File: src/rtl/alu_unit.sv
// alu_unit: single-cycle registered RV32I integer/branch execution unit driving the ALU result bus.
`ifndef OP_LOG
`define OP_LOG 6
`define ROB_LOG 4
`define OP_LUI   6'd1
`define OP_AUIPC 6'd2
`define OP_JAL   6'd3
`define OP_JALR  6'd4
`define OP_BEQ   6'd5
`define OP_BNE   6'd6
`define OP_BLT   6'd7
`define OP_BGE   6'd8
`define OP_BLTU  6'd9
`define OP_BGEU  6'd10
`define OP_ADDI  6'd11
`define OP_SLTI  6'd12
`define OP_SLTIU 6'd13
`define OP_XORI  6'd14
`define OP_ORI   6'd15
`define OP_ANDI  6'd16
`define OP_SLLI  6'd17
`define OP_SRLI  6'd18
`define OP_SRAI  6'd19
`define OP_ADD   6'd20
`define OP_SUB   6'd21
`define OP_SLL   6'd22
`define OP_SLT   6'd23
`define OP_SLTU  6'd24
`define OP_XOR   6'd25
`define OP_OR    6'd26
`define OP_AND   6'd27
`define OP_SRL   6'd28
`define OP_SRA   6'd29
`endif

module alu_unit (
  input  logic                clk,
  input  logic                rst,
  input  logic                rdy,
  input  logic                jump_flag,
  input  logic                FU_enable,
  input  logic [`OP_LOG-1:0]  FU_op,
  input  logic [31:0]         FU_Vj,
  input  logic [31:0]         FU_Vk,
  input  logic [31:0]         FU_Imm,
  input  logic [`ROB_LOG-1:0] FU_DestRob,
  input  logic [31:0]         FU_CurPC,
  output logic                exc_valid,
  output logic [`ROB_LOG-1:0] exc_RobId,
  output logic [31:0]         exc_value,
  output logic                exc_jump,
  output logic [31:0]         exc_target
);
  logic [31:0] b, pc4, br_tgt, value, target;
  logic [4:0] sh;
  logic is_imm, is_br, eq, lt, ltu, jump;
  assign is_imm = FU_op >= `OP_ADDI && FU_op <= `OP_SRAI;
  assign is_br = FU_op >= `OP_BEQ && FU_op <= `OP_BGEU;
  assign b = is_imm ? FU_Imm : FU_Vk;
  assign sh = b[4:0];
  assign pc4 = FU_CurPC + 32'd4;
  assign br_tgt = FU_CurPC + FU_Imm;
  assign eq = FU_Vj == b;
  assign lt = $signed(FU_Vj) < $signed(b);
  assign ltu = FU_Vj < b;
  always_comb begin
    value = '0;
    jump = 1'b0;
    case (FU_op)
      `OP_LUI: value = FU_Imm;
      `OP_AUIPC: value = br_tgt;
      `OP_JAL, `OP_JALR: begin value = pc4; jump = 1'b1; end
      `OP_BEQ: jump = eq;
      `OP_BNE: jump = !eq;
      `OP_BLT: jump = lt;
      `OP_BGE: jump = !lt;
      `OP_BLTU: jump = ltu;
      `OP_BGEU: jump = !ltu;
      `OP_ADDI, `OP_ADD: value = FU_Vj + b;
      `OP_SUB: value = FU_Vj - b;
      `OP_SLTI, `OP_SLT: value = {31'd0, lt};
      `OP_SLTIU, `OP_SLTU: value = {31'd0, ltu};
      `OP_XORI, `OP_XOR: value = FU_Vj ^ b;
      `OP_ORI, `OP_OR: value = FU_Vj | b;
      `OP_ANDI, `OP_AND: value = FU_Vj & b;
      `OP_SLLI, `OP_SLL: value = FU_Vj << sh;
      `OP_SRLI, `OP_SRL: value = FU_Vj >> sh;
      `OP_SRAI, `OP_SRA: value = $signed(FU_Vj) >>> sh;
      default: value = '0;
    endcase
  end
  // JALR drops bit 0 of its computed target; taken branches and JAL share PC+Imm
  assign target = FU_op == `OP_JALR ? (FU_Vj + FU_Imm) & ~32'd1 :
                  (FU_op == `OP_JAL || (is_br && jump)) ? br_tgt : pc4;
  always_ff @(posedge clk or negedge rst) begin
    if (!rst) begin
      exc_valid <= 1'b0;
      exc_RobId <= '0;
      exc_value <= '0;
      exc_jump <= 1'b0;
      exc_target <= '0;
    end else if (jump_flag) begin
      exc_valid <= 1'b0;
      exc_jump <= 1'b0;
    end else if (rdy) begin
      exc_valid <= FU_enable;
      exc_jump <= FU_enable && jump;
      if (FU_enable) begin
        exc_RobId <= FU_DestRob;
        exc_value <= value;
        exc_target <= target;
      end
    end
  end
endmodule

File: config.mk
export PLATFORM = sky130hd
export DESIGN_NAME = alu_unit
export DESIGN_NICKNAME = d
export VERILOG_FILES = /design/src/rtl/alu_unit.sv
export SDC_FILE = /design/constraint.sdc
export NUM_CORES = 1
export LEC_CHECK = 0
export BUFFER_PORTS_ARGS = -buffer_cell sky130_fd_sc_hd__buf_2
export CORE_ASPECT_RATIO = 0.6
export CORE_MARGIN = 1
export CORE_UTILIZATION = 55
export DETAILED_ROUTE_END_ITERATION = 10
export MAX_ROUTING_LAYER = met4
export PLACE_DENSITY = 0.79
export SETUP_SLACK_MARGIN = 0.4
export SYNTH_ARGS = -nofsm -noshare
export SYNTH_HDL_FRONTEND = slang
export SYNTH_SLANG_ARGS = --single-unit
File: constraint.sdc
create_clock -name clk -period 1.9 [get_ports clk]
set_clock_uncertainty 0.2 [all_clocks]
set_input_delay 0.38 -clock clk [delete_from_list [all_inputs] [get_ports clk]]
set_output_delay 0.38 -clock clk [all_outputs]
set_load 0.01 [all_outputs]
==> results of run 1 <==
-- cell families after synthesis --
logic type	share of synthesized area, %
mux	7.907
xor+xnor	5.540
flops	10.65
compound gates	36.14
buf+inv	6.483
fa+ha+maj	12.24
simple gates	21.04
-- routing by layer --
metal	GRT overflow	track usage (%)
met1	89	89.50
met2	779	110.7
met3	100	84.53
met4	263	99.96
met5	-	-
-- stage by stage --
step | TNS [ns] | cells | area, µm² | utilization, %
floorplan | -171.84 | 2361 | 17050 | -
global placement | -172.36 | 3692 | 24570 | 84.53
detailed placement | -187.49 | 3692 | 24570 | 84.53
CTS | -159.13 | 3776 | 26550 | 91.34
-- Yosys cell counts (all sizes together) (11+ instances only) --
library cell	instances	area, µm²
or2	14	87.58
a211oi	42	315.3
o221ai	20	175.2
nand2b	27	168.9
and2	14	90.09
a222oi	11	110.1
or3	12	75.07
a31oi	41	271.5
xor2	24	210.2
mux2i	86	860.8
o21ai	157	785.8
nor2b	19	118.9
clkbuf	132	495.5
a21oi	269	1350
o31ai	16	120.1
a221o	16	160.2
buf	34	172.6
mux2	39	439.2
a32oi	14	122.6
o211ai	28	220.2
inv	104	390.4
and3	11	68.82
dfrtp	70	1752
ha	156	1952
o22ai	45	281.5
nor4	15	93.84
a221oi	44	385.4
a21o	47	352.8
xnor2	80	700.7
nor2	212	798.3
a22oi	19	142.6
nand3	56	280.3
nand4	18	118.9
o21a	18	135.1
o21bai	23	172.7
nor3	96	496.7
nand2	199	747.0
-- what timing repair did --
item	4_1_cts
hold buffers	1
pin swaps	75
gates resized for setup	238
setup endpoints to repair	99
gates cloned	5
setup buffers	62
endpoints found under the hold margin	22
==> flow_summary.json, run 1 <==
{
  "synth-edff-count": 0,
  "haltStage": "global routing (5_1_grt)",
  "synth_warnings": 0,
  "clock_sinks": 70,
  "grt_start_max_net_pins": 63,
  "post-dp-hpwl_um": 78500,
  "ioPinCount": 213,
  "gp_congestion": 1.296,
  "htree_levels": 3,
  "grtUsageTotal_pct": 95.69,
  "synthesis.nets": 2663,
  "numPortBuffers": 212,
  "std_cell_rows": 48,
  "clockBufferDepth": 2,
  "root_buffer": "clkbuf_16",
  "synthArstFlopShare_pct": 100.0,
  "initial_core_util_pct": 56.56,
  "grt_pass1_wl_um": 217000,
  "synth_ff_type": "dfrtp_1",
  "die_w_um": 225.2,
  "status": "stopped before the end",
  "synth_area_mm2": 0.01644,
  "ys_seq_area_share_pct": 10.65,
  "syn_avg_cell_area_um2": 6.964,
  "ys_ff_latch": 70,
  "netlist_instances": 2361,
  "ys_types": 94,
  "cts_inserted_buffers": 9,
  "error": "[ERROR GRT-0116] Global routing finished with congestion. Check the congestion regions in the DRC Viewer.",
  "place_ws_ns": -3.299,
  "first_global_vias": 34206,
  "dieHeight_um": 135.9,
  "grt_overflow": 1231
}
==> run 2: changes to the inputs <==
==> config.mk (replaced) <==
export PLATFORM = sky130hd
export DESIGN_NAME = alu_unit
export DESIGN_NICKNAME = d
export VERILOG_FILES = /design/src/rtl/alu_unit.sv
export SDC_FILE = /design/constraint.sdc
export NUM_CORES = 1
export LEC_CHECK = 0
export BUFFER_PORTS_ARGS = -buffer_cell sky130_fd_sc_hd__buf_2
export CORE_MARGIN = 1
export CORE_UTILIZATION = 40
export DETAILED_ROUTE_END_ITERATION = 10
export PLACE_DENSITY_LB_ADDON = 0.15
export SYNTH_ARGS = -nofsm -noshare
export SYNTH_HDL_FRONTEND = slang
export SYNTH_SLANG_ARGS = --single-unit
==> constraint.sdc (replaced) <==
create_clock -name clk -period 2.47 [get_ports clk]
set_clock_uncertainty 0.2 [all_clocks]
set_input_delay 0.494 -clock clk [delete_from_list [all_inputs] [get_ports clk]]
set_output_delay 0.494 -clock clk [all_outputs]
set_load 0.01 [all_outputs]
==> run 2 against run 1 <==
  * The flow now finishes, with violations (negative setup slack)
  * Synthesized cell count is the same
  * Synthesized area unchanged
==> flow_summary.json, run 2 <==
{
  "gp_congestion": 1.090,
  "seqCellArea_mm2": 0.001752,
  "hold_slack_ns": 0.1190,
  "clockBufferDepth": 2,
  "cp_max_fo": 9,
  "first_pass_iters": 6,
  "yosysTopAreaCellShare_pct": 11.87,
  "final_antenna_net_count": 0,
  "postPlaceCellArea_mm2": 0.02519,
  "netlist_instances": 2361,
  "nNetsFinal": 3703,
  "grt_antenna_before_repair": 9,
  "clock_sinks": 70,
  "worstSetupPathType": "input pin to flip-flop",
  "cp.required_ns": 2.51,
  "yosysTopAreaCell": "ha_1",
  "root_buffer": "clkbuf_16",
  "dieHeight_um": 204.7,
  "period_share_pct": 190.2,
  "ys_seq_area_share_pct": 10.65,
  "wl_per_cell_um": 26.65,
  "synth_warnings": 0,
  "rsz0062_at_grt": "yes",
  "ioPinCount": 213,
  "area_delta_synth_final_pct": 63.83,
  "cts_inserted_buffers": 9,
  "initial_core_util_pct": 41.01,
  "coreArea_mm2": 0.04010,
  "violations": "negative setup slack",
  "std_cell_rows": 73,
  "stdcell_count": 3935,
  "dp.cells": 3878,
  "p_leak_nw": 12.67,
  "fillers": 3521,
  "crit_buf_inv": 5,
  "insertion_delay_ns": 0.36,
  "crit_chain": "buf_6, a21o_1, a31oi_4, buf_12, buf_4, mux2_2, inv_1, ha_4, or3_4, or2_1, a31o_1, a31oi_4, mux2i_2, nand4_4, o211a_4, buf_6, mux2i_1, a21oi_1",
  "synthTopCellsByArea": "ha_1 12%, dfrtp_1 11%, a21oi_1 8.2%, mux2i_1 5.2%, nor2_1 4.8%",
  "synthesis.nets": 2663,
  "maxSlewHeadroom_pct": 31.34,
  "die-area_mm2": 0.04192,
  "top_regs": "exc_target (32), exc_value (32), exc_RobId (4)",
  "layout_commonest_cell": "buf_4",
  "htree_levels": 3,
  "yosysMostFrequentCell": "a21oi_1",
  "critPathLaunchType": "input pin",
  "synth-edff-count": 0,
  "yosys-top-cells-count": "268 x a21oi_1, 211 x nor2_1, 199 x nand2_1, 156 x ha_1, 156 x o21ai_0",
  "cts_tree": "done",
  "path_clk_slew_ns": 0.07,
  "setup_slack_ns": -2.228,
  "status": "finished with violations",
  "syn_avg_cell_area_um2": 6.964,
  "powerDensity_mw_per_mm2": 389.3,
  "synth_ff_type": "dfrtp_1",
  "layout_min_cycle_time_ns": 4.698,
  "die_w_um": 204.7,
  "vdd_drop_max_mv": 0.3240,
  "drt_iter0_drc": 3656,
  "grt_pass1_wl_um": 149700,
  "synthArstFlopShare_pct": 100.0,
  "multi_input_area_mm2": 0.01491,
  "endpoint_kind": "flip-flop",
  "synth_area_mm2": 0.01644,
  "drt-total-wl_um": 104900,
  "grtUsageTotal_pct": 48.32,
  "critical_path.top_delay_family": "compound AO/OA/AOI/OAI gates",
  "grt_start_max_net_pins": 59,
  "drv_cap": 0,
  "slew_viol_final": 0,
  "slowest_stage": "or3_4",
  "setup_viol": 65,
  "final_cell_mix": "936 x buf_4, 241 x a21oi_1, 206 x buf_2",
  "hold_viol": 0,
  "drc": 0,
  "grt_overflow": 0,
  "final_layout_size_suffix_gt1_share_pct": 42.95,
  "via_per_inst": 6.339,
  "ys_types": 94,
  "min_path_type": "input pin to flip-flop",
  "numPortBuffers": 212,
  "vias": 24944,
  "post-dp-hpwl_um": 85180,
  "fin_area_mm2": 0.02694,
  "first_global_vias": 23693,
  "critPathArrivalTime_ns": 4.74,
  "max_freq_ghz": 0.2129,
  "ys_ff_latch": 70,
  "power.total_mw": 10.49,
  "worst_slew_pin_slew_ns": 1.022,
  "slowest_delay_ns": 0.43
}
run 2: cell counts after synthesis:
No cell type changed its count.
run 2: final cells by class:
type,instances,share of cell area (%)
Multi-Input combinational cell,2020,55.33
Timing Repair Buffer,1194,32.94
Sequential cell,70,6.503
Tap cell,525,2.439
Inverter,106,1.551
Clock buffer,10,0.8500
Clock inverter,6,0.3484
Antenna cell,4,0.03716
run 2: kinds of logic after synthesis:
kind of cell	share of synthesized area [%]
AO/OA/AOI/OAI	36.14
buffers and inverters	6.483
XOR/XNOR	5.540
AND/OR/NAND/NOR	21.04
multiplexers	7.907
flip-flops	10.65
adder cells (fa/ha/maj)	12.24
run 2: worst reg2reg max path: stages (launching register included):
cell      delay (ns)
dfrtp_1         0.43
a222oi_1        0.36
o211ai_1        0.17
a21oi_1         0.18
o221ai_1        0.14
a211oi_1        0.32
a41oi_2         0.15
run 2: path summary, 6_finish.rpt:
kind                                       end  slack, ns  cells after the start           from
worst min-delay path              exc_RobId[0]       0.12                      3  FU_DestRob[0]
worst max-delay path            exc_target[16]      -2.23                     18       FU_op[2]
worst min register to register    exc_RobId[1]       0.27                      2   exc_RobId[1]
worst max register to register   exc_value[30]       0.38                      6  exc_value[30]
min in group asynchronous       exc_target[31]       0.45                      2            rst
max in group asynchronous         exc_value[4]       0.98                      3            rst
run 2: metrics by stage:
step	setup WS (ns)	TNS, ns	util, %
finish	-2.228	-125.51	67.18
global route	-2.322	-132.42	67.15
CTS	-2.161	-122.55	65.56
detailed placement	-2.845	-161.26	62.82
global placement	-2.653	-154.08	62.80
floorplan	-2.626	-142.20	-
run 2: power breakdown:
| part | internal, mW | switching, mW | leakage [nW] |
|---|---|---|---|
| logic | 3.36 | 4.04 | 11.7 |
| registers | 1.33 | 0.182 | 0.842 |
| clock network | 0.896 | 0.681 | 0.153 |
| total | 5.59 | 4.90 | 12.7 |
run 2: layer usage:
layer  up-vias  track usage, %  routed length [µm]
li1      10988               -                   -
met1     11895           64.47               41950
met2      1725           69.80               42530
met3       324           14.86               14200
met4        12           23.51                6092
met5         -               0                  77
run 2: repair_timing:
| item | 4_1_cts | 5_1_grt |
|---|---|---|
| setup endpoints to repair | 65 | 65 |
| gates cloned | 1 | 1 |
| hold buffers | 1 | 0 |
| hold endpoints to repair | 35 | 0 |
| buffers inserted | 15 | 20 |
| pin swaps | 42 | 54 |
| gates resized for setup | 132 | 99 |
No activity file was read; power rests on OpenSTA's default activity.
==> run 3: changes to the inputs <==
--- a/config.mk
+++ b/config.mk
@@ -6,8 +6,9 @@
 export NUM_CORES = 1
 export LEC_CHECK = 0
 export BUFFER_PORTS_ARGS = -buffer_cell sky130_fd_sc_hd__buf_2
+export CORE_ASPECT_RATIO = 1.5
 export CORE_MARGIN = 1
-export CORE_UTILIZATION = 40
+export CORE_UTILIZATION = 55
 export DETAILED_ROUTE_END_ITERATION = 10
 export PLACE_DENSITY_LB_ADDON = 0.15
 export SYNTH_ARGS = -nofsm -noshare
==> run 3 against run 2 <==
  * The flow now stops in global routing (5_1_grt)
  * Synthesized cell count did not move
  * Synthesized area did not move
==> flow_summary.json, run 3 <==
{
  "synthArstFlopShare_pct": 100.0,
  "gp_congestion": 1.247,
  "worstEpCategory": "register data pin",
  "ioPinCount": 213,
  "synthAdderAreaFrac_pct": 12.24,
  "status": "stopped before the end",
  "synth_compound_area_share_pct": 36.14,
  "muxShareOfSynthArea_pct": 7.907,
  "syn_avg_cell_area_um2": 6.964,
  "synthesis.nets": 2663,
  "synth_area_mm2": 0.01644,
  "yosys-top-cells-count": "268 x a21oi_1, 211 x nor2_1, 199 x nand2_1, 156 x ha_1, 156 x o21ai_0",
  "grtUsageTotal_pct": 75.28,
  "error": "[ERROR GRT-0232] Routing congestion too high. Check the congestion heatmap in the GUI.",
  "initial_core_util_pct": 55.77,
  "numPortBuffers": 212,
  "postPlaceCellArea_mm2": 0.02427,
  "ys_seq_area_share_pct": 10.65,
  "yosysTopAreaCell": "ha_1",
  "yosysTopAreaCellShare_pct": 11.87,
  "synth_top_family_by_area": "compound AO/OA/AOI/OAI gates",
  "haltStage": "global routing (5_1_grt)",
  "yosysMostFrequentCell": "a21oi_1",
  "grt_start_max_net_pins": 63,
  "grt_overflow": 136,
  "synth-edff-count": 0,
  "synthTopCellsByArea": "ha_1 12%, dfrtp_1 11%, a21oi_1 8.2%, mux2i_1 5.2%, nor2_1 4.8%",
  "ys_ff_latch": 70,
  "htree_levels": 3,
  "dieHeight_um": 213.8,
  "clock_sinks": 70,
  "ys_types": 94,
  "worst_endpoint": "exc_target[25]$_DFFE_PN0P_/D",
  "synth_ff_type": "dfrtp_1",
  "std_cell_rows": 77,
  "cts_inserted_buffers": 9,
  "synth_xor_area_share_pct": 5.540,
  "post-dp-hpwl_um": 71780,
  "synthSimpleGateAreaFrac_pct": 21.04,
  "root_buffer": "clkbuf_16",
  "clockBufferDepth": 2,
  "netlist_instances": 2361,
  "synth_warnings": 0,
  "die_w_um": 143.2
}
==> run 3: cell counts after synthesis <==
No cell type changed its count.
==> run 3: per-layer routing <==
layer  overflow  global-route usage, %
met1          2                  73.90
met2         77                  93.64
met3          5                  58.87
met4         52                  76.71
met5          0                  26.64
==> run 3: through the flow <==
stage	instances	setup slack [ns]	TNS, ns
after CTS	3681	-2.099	-118.57
after floorplan	2361	-2.626	-142.20
after detailed placement	3659	-2.746	-153.78
after global placement	3659	-2.515	-143.13
==> run 3: logic make-up after synthesis <==
family | Yosys count
AOI/OAI and AO/OA | 901
and+or+nand+nor | 730
buffers and inverters | 272
adders and majority gates | 159
muxes | 125
xor gates and xnor gates | 104
DFF | 70
==> run 3: repair_timing <==
action	in CTS
gates cloned	2
hold buffers	1
setup endpoints to repair	65
pin swaps	10
buffers inserted	3
hold endpoints to repair	25
gates resized for setup	57
